**config.mk**
```make
export PLATFORM = sky130hd
export DESIGN_NAME = booth_mul_seq
export DESIGN_NICKNAME = d
export VERILOG_FILES = /design/src/rtl/booth_mul_seq.sv
export SDC_FILE = /design/constraint.sdc
export NUM_CORES = 1
export LEC_CHECK = 0
export CAP_MARGIN = 20
export CORE_MARGIN = 3
export CORE_UTILIZATION = 30
export CTS_CLUSTER_SIZE = 28
export DETAILED_ROUTE_END_ITERATION = 6
export PLACE_DENSITY = 0.53
export RECOVER_POWER = 100
export SLEW_MARGIN = 25
export SYNTH_ARGS = -nofsm -noshare
export SYNTH_HDL_FRONTEND = slang
export SYNTH_SLANG_ARGS = --single-unit
```
**constraint.sdc**
```tcl
create_clock -name clk -period 3.5 [get_ports clk]
set_input_delay 0.35 -clock clk [delete_from_list [all_inputs] [get_ports clk]]
set_output_delay 0.35 -clock clk [all_outputs]
set_load 0.05 [all_outputs]
```
**src/rtl/booth_mul_seq.sv**
```systemverilog
// booth_mul_seq: sequential radix-2 Booth multiplier, one bit per clock; BOOTH_MUL_SEQ_UNSIGNED_EN adds the uns port and a WIDTH+1 datapath
module booth_mul_seq #(
  parameter int WIDTH = 32
) (
  input  logic                 clk,
  input  logic                 rst,
  input  logic                 start,
  input  logic [WIDTH-1:0]     mcand,
  input  logic [WIDTH-1:0]     mplier,
`ifdef BOOTH_MUL_SEQ_UNSIGNED_EN
  input  logic                 uns,
`endif
  output logic                 busy,
  output logic                 done,
  output logic [2*WIDTH-1:0]   product
);
`ifdef BOOTH_MUL_SEQ_UNSIGNED_EN
  localparam int E = WIDTH + 1;
  logic [E-1:0] m_ext, q_ext;
  assign m_ext = {~uns & mcand[WIDTH-1], mcand};
  assign q_ext = {~uns & mplier[WIDTH-1], mplier};
`else
  localparam int E = WIDTH;
  logic [E-1:0] m_ext, q_ext;
  assign m_ext = mcand;
  assign q_ext = mplier;
`endif
  localparam int CW = $clog2(E);
  localparam logic [0:0] IDLE = 1'b0;
  localparam logic [0:0] RUN  = 1'b1;
  logic [0:0]    state;
  logic [E:0]    a, m, sum, new_a;
  logic [E-1:0]  q, new_q;
  logic          q_m1;
  logic [CW-1:0] cnt;
  always_comb begin
    sum   = ({q[0], q_m1} == 2'b01) ? a + m : ({q[0], q_m1} == 2'b10) ? a - m : a;
    new_a = {sum[E], sum[E:1]};
    new_q = {sum[0], q[E-1:1]};
  end
  always_ff @(posedge clk) begin
    if (rst) begin
      state   <= IDLE;
      busy    <= 1'b0;
      done    <= 1'b0;
      product <= '0;
      cnt     <= '0;
      a       <= '0;
      m       <= '0;
      q       <= '0;
      q_m1    <= 1'b0;
    end else begin
      done <= 1'b0;
      if (state == IDLE) begin
        if (start) begin
          state <= RUN;
          busy  <= 1'b1;
          a     <= '0;
          m     <= {m_ext[E-1], m_ext};
          q     <= q_ext;
          q_m1  <= 1'b0;
          cnt   <= '0;
        end
      end else begin
        a    <= new_a;
        q    <= new_q;
        q_m1 <= q[0];
        cnt  <= cnt + 1'b1;
        if (cnt == CW'(E - 1)) begin
          state   <= IDLE;
          busy    <= 1'b0;
          done    <= 1'b1;
          product <= {new_a[2*WIDTH-E-1:0], new_q};
        end
      end
    end
  end
endmodule

```
==> metrics.yaml <==
outcome:
  status: "complete, but fails checks"
  violations: "max-capacitance violations, max-slew violations"
sta:
  worst-slew-pin-transition_ps: 1602
  worst_clock_skew_ps: 11.28
  max_slew_margin: -0.06823
  period_minus_slack_ps: 3318
  finalSetupViolCount: 0
  finalHoldViolCount: 0
  hold_ws_ps: 269.7
  max_freq_ghz: 0.3014
  slew_viol_final: 84
  period_share: 0.9479
  tns_ps: 0
yosys:
  yosys.area.top_type: "dfxtp_1"
  synth-seq-area-share: 0.3173
  ys.flop_type: "dfxtp_1"
  yosysWarnings: 0
  synthArstFlopShare: 0
  postSynthNetCount: 1574
  synthesis.area_sq_um: 10660
  ys_top_cells_by_area: "dfxtp_1 (32%), a21oi_1 (9.3%), ha_1 (7.9%)"
  netlist_instances: 1438
  synth_edf_count: 0
  ys_ff_latch: 169
  synth_top_area_frac: 0.3173
  avgSynthCellArea_sq_um: 7.416
  ys_types: 72
drt:
  drt_wl_total_um: 37870
  wl_per_cell_um: 18.91
  drc: 0
  viasPerCell: 5.293
  dr.first_iter.drc_count: 788
  ant_nets: 0
  num_vias: 10602
  first_pass_iters: 6
worst_setup_path:
  path_class: "register to register"
  cp.arrival_ps: 3660
  cp-start-kind: "register"
  crit_fanout: 3
  cpPeakStageDelay_ps: 460
  critical_path.cell_chain: "ha_1 -> inv_1 -> fa_1 -> o21ba_1 -> or4_4 -> a211oi_4 -> o21ai_2 -> a211o_1 -> a2111oi_2 -> and3b_2 -> a2111oi_2"
  cpLargestDelayFamily: "compound AO/OA/AOI/OAI gates"
  path_buf_inv: 1
  crit_path_frequent_cell: "a2111oi_2"
  required_ps: 3840
  worst_path_max_delay_cell: "or4_4"
  end_kind: "register"
die:
  die-width_um: 194.5
  row_count: 68
  die_h_um: 194.5
  start_util: 0.3065
  ios: 133
  die_area_sq_um: 37850
  core_sq_um: 34800
clock_network:
  cts_buffers: 17
  hold_buffers: 0
  clock-sinks: 169
  clk_latency_ps: 450
  cts.clk_slew.worst_paths_ps: 80
  htreeDepth: 4
  cts_root_buf: "clkbuf_16"
  cts_max_path_buffers: 2
  cts_tree: "built"
pwr:
  internal-power_mw: 3.394
  p_comb_frac: 0.229
  switching_power_mw: 1.684
  p_sw_frac: 0.3316
  p_clk_frac: 0.367
  peakVddDrop_mv: 0.3467
  sequentialPowerShare: 0.404
  powerDensity_nw_per_um2: 387.7
  p_leak_nw: 5.328
finish:
  layout-area-overhead-vs-synth_pct: 22.83
  fillers: 3662
  layoutNonFillerInstCount: 2003
  fin_nets: 1670
  drive_gt1_frac: 0.06723
grt:
  grt_pass1_wl_um: 59310
  grt_antenna_before_repair: 1
  grt_max_degree: 84
  grt_pass1_vias: 10089
  grt.overflow.total: 0
  grt_usage: 0.1970
placed_design:
  numPortBuffers: 132
  dp.cells: 1969
  gp_congestion: 0.9651
  place_hpwl_um: 27510
hold_path:
  hold_path_class: "primary input to register"
flow_run:
  drv_cap: 1
-- cell usage after synthesis, types with 14 or more instances --
cell type,instances
a211oi_1,19
clkbuf_1,80
nand3_1,23
nor3_1,32
nor2_1,170
and3_1,17
ha_1,67
a21o_1,14
o21ai_0,52
o31ai_1,19
nor2b_1,16
inv_1,65
dfxtp_1,169
xnor2_1,38
a21oi_1,199
mux2i_1,35
nand2_1,204
-- kinds of logic (layout without fill, tap and decap cells) --
group,Yosys count,after routing,synth area share
AO/OA/AOI/OAI,417,417,0.2421
XOR/XNOR,46,46,0.03778
adder cells (fa/ha/maj),69,69,0.08237
buffers and inverters,167,276,0.06277
flip-flops,169,169,0.3173
multiplexers,38,38,0.03602
other,0,1,0
AND/OR/NAND/NOR,532,532,0.2218
-- power by group through the flow --
stage	logic [mW]	registers, mW	clock network, mW
6_report	1.16	2.05	1.86
5_1_grt	1.28	2.06	2.01
4_1_cts	1.15	2.05	1.93
3_5_place_dp	1.14	2.10	0
3_3_place_gp	1.14	2.09	0
2_1_floorplan	0.785	2.07	0
-- registers in the layout, summed over array words and instances, names as in the netlist --
register	cells
busy	1
q	32
product	64
cnt	5
state	1
m	32
q_m1	1
done	1
a	32
-- metal layers --
metal  share of wire  GRT usage
met1            0.48     0.2786
met2            0.46     0.3137
met3           0.046    0.03137
met4           0.017    0.05000
met5               0          0
-- cell usage in the layout (no fill, tap or decap), drive strengths merged, types with 5 or more instances in the layout --
cell,instances
clkinv,6
o21a,7
a211oi,20
and3,17
a221oi,10
nand2,204
a311oi,13
o211ai,13
o22ai,10
mux2i,35
dfxtp,169
clkdlybuf4s50,64
nand2b,10
nand3b,13
nor3,32
a2111oi,5
buf,40
xor2,8
ha,67
nor4,10
inv,73
clkbuf,26
o31ai,19
and2,8
nor2,170
nand3,23
a31oi,10
xnor2,38
a21o,14
o21bai,9
or3,5
o21ai,53
dlygate4sd3,66
nand4,10
nor2b,16
a21oi,199
-- layout make-up --
cell class | instances | area, sq um | share of cell area
diodes | 1 | 2.502 | 0.0001910
multi-input cells | 1102 | 6670 | 0.5092
clock buffers | 18 | 429.2 | 0.03276
repair buffers | 178 | 1644 | 0.1255
flip-flops and latches | 169 | 3390 | 0.2588
inverters | 66 | 247.7 | 0.01891
well taps | 455 | 569.3 | 0.04346
clock inverters | 14 | 146.4 | 0.01118
-- final timing paths --
| path | startpoint | end | slack, ps | depth (start not counted) |
|---|---|---|---|---|
| setup / recovery | a[0] | product[59] | 180 | 11 |
| hold / removal | rst | q[1] | 270 | 2 |
| setup reg to reg | a[0] | product[59] | 180 | 11 |
| hold reg to reg | product[10] | product[10] | 450 | 2 |
-- metrics by stage --
stage | utilization | area (sq um) | total power, mW | setup WS, ps
2_1_floorplan | - | 10660 | 2.857 | 432.0
3_3_place_gp | 0.3588 | 12490 | 3.238 | 133.8
3_5_place_dp | 0.3588 | 12490 | 3.239 | 14.22
4_1_cts | 0.3755 | 13070 | 5.129 | 12.51
5_1_grt | 0.3764 | 13100 | 5.351 | -11.21
6_report | 0.3764 | 13100 | 5.078 | 182.3
-- worst reg2reg max path, cell delays in order, from the launching register on --
cell	delay, ps
dfxtp_2	340
ha_1	160
inv_1	50
fa_1	400
o21ba_1	210
or4_4	460
a211oi_4	250
o21ai_2	120
a211o_1	370
a2111oi_2	320
and3b_2	260
a2111oi_2	280
-- repair_timing --
action,in CTS,in global routing
pin swaps,0,2
setup buffers,0,1
gates resized for setup,1,12
endpoints found under the setup margin,1,21
Power figures use the tool's default switching activity.
